==> config.mk <==
export PLATFORM = sky130hd
export DESIGN_NAME = pixel_readout
export DESIGN_NICKNAME = d
export VERILOG_FILES = /design/src/rtl/pixel_readout_pkg.sv /design/src/rtl/pixel_readout_gray2bin.sv /design/src/rtl/pixel_readout.sv
export SDC_FILE = /design/constraint.sdc
export NUM_CORES = 1
export LEC_CHECK = 0
export ABC_AREA = 0
export BUFFER_PORTS_ARGS = -buffer_cell sky130_fd_sc_hd__buf_2
export CORE_MARGIN = 3
export CORE_UTILIZATION = 51
export DETAILED_ROUTE_END_ITERATION = 12
export GPL_TIMING_DRIVEN = 1
export PLACE_DENSITY = 0.82
export SKIP_CTS_REPAIR_TIMING = 1
export SLEW_MARGIN = 10
export SYNTH_ARGS = -nofsm -noshare
export SYNTH_HDL_FRONTEND = slang
export SYNTH_SLANG_ARGS = --single-unit
export TNS_END_PERCENT = 50
==> constraint.sdc <==
create_clock -name clk -period 1.4 [get_ports clk]
set_input_delay 0.28 -clock clk [delete_from_list [all_inputs] [get_ports clk]]
set_output_delay 0.28 -clock clk [all_outputs]
set_load 0.03 [all_outputs]
==> src/rtl/pixel_readout_pkg.sv <==
// pixel_readout_pkg: shared types and constants for the pixel readout stage.
//   - state_e      : readout FSM state encoding
//   - DEF_*        : default parameter values for pixel_readout
//   - idx_width()  : width of an index counter over n items (at least 1 bit)
package pixel_readout_pkg;

    typedef enum logic [2:0] {
        IDLE    = 3'd0,
        SELECT  = 3'd1,
        CAPTURE = 3'd2,
        SHIFT   = 3'd3,
        DONE    = 3'd4
    } state_e;

    localparam int DEF_N_ROWS     = 2;
    localparam int DEF_N_COLS     = 2;
    localparam int DEF_DATA_W     = 8;
    localparam int DEF_SETTLE_CYC = 2;

    // Index width over n items; a single item still needs a 1-bit counter.
    function automatic int idx_width(input int n);
        return (n <= 1) ? 1 : $clog2(n);
    endfunction

endpackage

==> src/rtl/pixel_readout_gray2bin.sv <==
// gray2bin: purely combinational Gray-to-binary converter for one pixel field.
// Ports:
//   gray_i : DATA_W-bit Gray-coded input
//   bin_o  : DATA_W-bit binary output
module gray2bin #(
    parameter int DATA_W = 8
) (
    input  logic [DATA_W-1:0] gray_i,
    output logic [DATA_W-1:0] bin_o
);

    // Each binary bit is the XOR of every Gray bit at or above its position.
    always_comb begin
        bin_o = '0;
        for (int i = 0; i < DATA_W; i++) begin
            bin_o[i] = ^(gray_i >> i);
        end
    end

endmodule

==> src/rtl/pixel_readout.sv <==
// pixel_readout: row-by-row readout of a pixel array. On start it selects each
// row, waits SETTLE_CYC cycles, latches the row-parallel ADC bus and streams the
// row one pixel per valid/ready beat with frame (sof) and line (eol) markers.
// done pulses for one cycle after the last beat of the frame is accepted.
// Optional build macro PIXEL_READOUT_GRAY_EN: row_data fields are Gray code and
// are converted to binary on their way into the row latch.
// Ports:
//   clk, reset          : clock, synchronous active-high reset
//   start               : begin frame readout (ignored unless idle)
//   row_en, row_sel     : row select to the array
//   row_data            : row-parallel ADC codes, column c at [c*DATA_W +: DATA_W]
//   out_data/valid/ready: pixel stream; out_sof/out_eol frame/line markers
//   busy, done          : status
module pixel_readout
    import pixel_readout_pkg::*;
#(
    parameter int N_ROWS     = DEF_N_ROWS,
    parameter int N_COLS     = DEF_N_COLS,
    parameter int DATA_W     = DEF_DATA_W,
    parameter int SETTLE_CYC = DEF_SETTLE_CYC
) (
    input  logic                       clk,
    input  logic                       reset,
    input  logic                       start,
    output logic                       row_en,
    output logic [idx_width(N_ROWS)-1:0] row_sel,
    input  logic [N_COLS*DATA_W-1:0]   row_data,
    output logic [DATA_W-1:0]          out_data,
    output logic                       out_valid,
    input  logic                       out_ready,
    output logic                       out_sof,
    output logic                       out_eol,
    output logic                       busy,
    output logic                       done
);

    localparam int RW = idx_width(N_ROWS);
    localparam int CW = idx_width(N_COLS);
    localparam int SW = idx_width(SETTLE_CYC);

    localparam logic [RW-1:0] LAST_ROW    = RW'(N_ROWS - 1);
    localparam logic [CW-1:0] LAST_COL    = CW'(N_COLS - 1);
    localparam logic [SW-1:0] LAST_SETTLE = SW'(SETTLE_CYC - 1);

    state_e                   state_q;
    logic [RW-1:0]            row_q;
    logic [CW-1:0]            col_q;
    logic [CW-1:0]            col_d;
    logic [SW-1:0]            settle_q;
    logic [N_COLS*DATA_W-1:0] latch_q;
    logic [N_COLS*DATA_W-1:0] capture_d;

    logic                     row_en_q;
    logic [DATA_W-1:0]        out_data_q;
    logic                     out_valid_q;
    logic                     out_sof_q;
    logic                     out_eol_q;
    logic                     busy_q;
    logic                     done_q;

    assign col_d = col_q + CW'(1);

`ifdef PIXEL_READOUT_GRAY_EN
    for (genvar c = 0; c < N_COLS; c++) begin : g_gray
        gray2bin #(.DATA_W(DATA_W)) u_gray2bin (
            .gray_i (row_data[c*DATA_W +: DATA_W]),
            .bin_o  (capture_d[c*DATA_W +: DATA_W])
        );
    end
`else
    assign capture_d = row_data;
`endif

    // Readout FSM with all outputs registered alongside the state.
    always_ff @(posedge clk) begin
        if (reset) begin
            state_q     <= IDLE;
            row_q       <= '0;
            col_q       <= '0;
            settle_q    <= '0;
            latch_q     <= '0;
            row_en_q    <= 1'b0;
            out_data_q  <= '0;
            out_valid_q <= 1'b0;
            out_sof_q   <= 1'b0;
            out_eol_q   <= 1'b0;
            busy_q      <= 1'b0;
            done_q      <= 1'b0;
        end else begin
            case (state_q)
                IDLE: begin
                    done_q <= 1'b0;
                    if (start) begin
                        state_q  <= SELECT;
                        row_q    <= '0;
                        settle_q <= '0;
                        row_en_q <= 1'b1;
                        busy_q   <= 1'b1;
                    end
                end
                SELECT: begin
                    settle_q <= settle_q + SW'(1);
                    if (settle_q == LAST_SETTLE) begin
                        state_q <= CAPTURE;
                    end
                end
                CAPTURE: begin
                    // The first beat is loaded from the bus directly, in the same
                    // edge that fills the latch, so SHIFT presents it immediately.
                    latch_q     <= capture_d;
                    col_q       <= '0;
                    state_q     <= SHIFT;
                    row_en_q    <= 1'b0;
                    out_valid_q <= 1'b1;
                    out_data_q  <= capture_d[DATA_W-1:0];
                    out_sof_q   <= (row_q == '0);
                    out_eol_q   <= (LAST_COL == '0);
                end
                SHIFT: begin
                    if (out_ready) begin
                        if (col_q == LAST_COL) begin
                            out_valid_q <= 1'b0;
                            out_sof_q   <= 1'b0;
                            out_eol_q   <= 1'b0;
                            if (row_q != LAST_ROW) begin
                                row_q    <= row_q + RW'(1);
                                settle_q <= '0;
                                row_en_q <= 1'b1;
                                state_q  <= SELECT;
                            end else begin
                                done_q  <= 1'b1;
                                state_q <= DONE;
                            end
                        end else begin
                            col_q      <= col_d;
                            out_data_q <= latch_q[col_d*DATA_W +: DATA_W];
                            out_sof_q  <= 1'b0;
                            out_eol_q  <= (col_d == LAST_COL);
                        end
                    end
                end
                DONE: begin
                    done_q  <= 1'b0;
                    busy_q  <= 1'b0;
                    state_q <= IDLE;
                end
                default: begin
                    state_q     <= IDLE;
                    row_en_q    <= 1'b0;
                    out_valid_q <= 1'b0;
                    busy_q      <= 1'b0;
                    done_q      <= 1'b0;
                end
            endcase
        end
    end

    assign row_en    = row_en_q;
    assign row_sel   = row_q;
    assign out_data  = out_data_q;
    assign out_valid = out_valid_q;
    assign out_sof   = out_sof_q;
    assign out_eol   = out_eol_q;
    assign busy      = busy_q;
    assign done      = done_q;

endmodule

==> impl_results.md <==
- R2R setup slack: 0.03 ns
- Most common cell after layout, fill and taps aside: dfxtp_1
- Final Hold Fails: 0
- Psw: 0.0005347 W
- Sink Count: 36
- Antenna-violating nets left: 0
- Status: completed
- Synth warn: 0
- Worst hold slack: 0.1653 ns
- Sw frac: 27.54%
- F_max: 729.7 MHz
- Syn Inst Count: 187
- Commonest cells after routing, fill and taps aside: dfxtp_1, buf_2, nand2_1, a21oi_1, nor2_1
- Fin util: 65.22%
- TritonCTS Buffers: 5
- CTS tree: yes
- Clock share of power: 30.0%
- WP data required: 1.68 ns
- # fillers: 254
- Pre-Repair DR Iteration Count: 4
- Synth-to-layout area growth: 17.64%
- Combinational Power Share: 13.8%
- Grt ovf: 0
- Post-synth top area share: 45.57%
- Placed cells: 247
- Initial antenna violation count: 0
- Port-buffer cells: 34
- Net count after synthesis: 207
- Height of the die: 61.69 um
- Remaining DRCs: 0
- Diode count: 0
- Cell taking the most area after synthesis: dfxtp_1
- Worst skew pair latency: 0.34 ns
- Site Rows: 19
- Die area: 3805 sq um
- Final setup violating endpoints: 0
- Sequential share of power: 56.2%
- CTS clk-pin slew, worst paths: 0.11 ns
- Cells along the critical path: nand3b_4, or3_1, a21oi_1
- Core Area: 2853 sq um
- Fin cells: 257
- Clk_skew: 0.01128 ns
- Register area share after synthesis: 45.57%
- Final worst slack: 0.02957 ns
- Internal power: 0.001407 W
- P_leak: 0.7375 nW
- Avg Inst Size Synth: 8.457 sq um
- Rel. slew slack: 77.74%
- Initial DRC Count: 69
- Share of post-route cells with drive strength above 1: 26.99%
- Setup Slack @ Placement: 0.05936 ns
- Mapped cell area: 1582 sq um
- Drt total wl: 3547 um
- Pin count of the biggest net entering global routing: 19
- Slowest Stage Delay on Critical Path: 0.53 ns
- Via count: 1454
- Root buffer cell: clkbuf_4
- Crit path max fanout: 18
- DR vias/cell: 5.658
- # IOs: 35
- Starting Density: 55.44%
- Top cell family by delay on the critical path: simple AND/OR/NAND/NOR gates
- Final slew viol count: 0
- Startpoint Class: flop
- H-Tree Depth: 2
- Area contributors post-synth: dfxtp_1, a21oi_1, nand2_1
- Worst VDD drop: 0.8440 mV
- Worst EP arrival: 1.65 ns
- Pwr/cell area: 1044 nW/um^2
- Max cap viols: 0
- Crit end category: flop
- Routability cong.: 0.8818
- Crit path buffers/inverters: 0
- Yosys cell types: 32
- Die extent in x: 61.69 um
- Hpwl dp: 2416 um
- Vias in the first global route: 1268
- Post-route clock period utilization: 97.89%
- Yosys reg bits: 36
- Slowest cell on the critical path: dfxtp_1
- DR WL/cell: 13.80 um
- CP Class: flop to flop
- Global Route Usage Sum: 19.55%
- Clock buffer depth: 2
- First-pass GRT wire length: 5430 um
- Hold Path Class: input pin to flop
- Final Net Count: 245
- Min Tclk post-route: 1.370 ns
- Tightest Pin Transition: 0.3334 ns
==> area by class of cell <==
| cell class | count | area [sq um] | share of cell area (%) |
|---|---|---|---|
| clock buffer | 6 | 51.30 | 2.757 |
| inverter | 3 | 11.26 | 0.6052 |
| timing repair buffer | 45 | 265.3 | 14.26 |
| sequential | 36 | 721.9 | 38.80 |
| multi-input combinational | 134 | 762.0 | 40.96 |
| tap | 31 | 38.79 | 2.085 |
| clock inverter | 2 | 10.01 | 0.5380 |
==> through the flow <==
step	total power [W]	cell area, sq um	setup TNS (ns)
global route	0.002026	1861	-0.05725
finish	0.001942	1861	0
floorplan	0.001289	1582	0
CTS	0.001929	1824	0
global placement	0.001367	1763	0
detailed placement	0.001370	1763	0
==> path summary, 6_finish.rpt <==
path / depth (start not counted) / from / end
hold reg to reg: 2 / latch_q[6]$_SDFFE_PP0P_ / latch_q[6]$_SDFFE_PP0P_
setup / recovery: 3 / state_q[0]$_SDFFE_PP0P_ / out_eol$_SDFFE_PP0P_
setup reg to reg: 3 / state_q[0]$_SDFFE_PP0P_ / out_eol$_SDFFE_PP0P_
hold / removal: 3 / row_data[9] / latch_q[9]$_SDFFE_PP0P_
==> cells in the mapped netlist <==
library cell,instances
dfxtp_1,36
nand2_1,33
a21oi_1,30
nor2_1,14
mux2i_1,8
o2bb2ai_1,8
a31oi_1,6
buf_4,6
nor3_1,5
o21ai_0,5
buf_2,4
nand2b_1,4
inv_1,3
nand3_1,3
a211oi_1,2
a21oi_2,2
buf_6,2
or3_1,2
and2b_1,1
and3_1,1
buf_1,1
clkbuf_1,1
nand2_2,1
nand2b_2,1
nand3b_1,1
nand3b_4,1
nor2_4,1
nor2b_1,1
nor4b_1,1
o211a_1,1
o211ai_1,1
o21ai_1,1
==> power groups by stage <==
stage	clock (W)	sequential [W]	combinational, W
after floorplan	0	0.00114	0.000148
after global placement	0	0.00111	0.000254
after detailed placement	0	0.00111	0.000255
after CTS	0.000582	0.00109	0.000257
after global routing	0.000634	0.00110	0.000295
final	0.000583	0.00109	0.000267
==> kinds of logic (layout without fill, tap and decap cells) <==
kind of cell / Yosys count / in the layout / synth area share (%)
AND/OR/NAND/NOR: 70 / 70 / 21.28
AO/OA/AOI/OAI: 56 / 56 / 21.36
flip-flops: 36 / 36 / 45.57
buffers and inverters: 17 / 56 / 6.724
multiplexers: 8 / 8 / 5.063
==> layer usage <==
layer	routed length, um	share of wire, %	global-route usage (%)
met1	1552	44	22.92
met4	102	2.9	9.394
met5	0	0	0
met3	181	5.1	5.870
met2	1711	48	32.44
==> worst min-delay path: stages <==
cell	delay, ns
buf_2	0.09
nand2_1	0.04
a21oi_1	0.05
==> flip-flops by register name, summed over array words and instances, names as in the netlist <==
name,count
row_en,1
out_valid,1
out_data,8
out_eol,1
settle_q,1
latch_q,16
done,1
out_sof,1
state_q,3
col_q,1
row_sel,1
busy,1
Power figures use the tool's default switching activity.
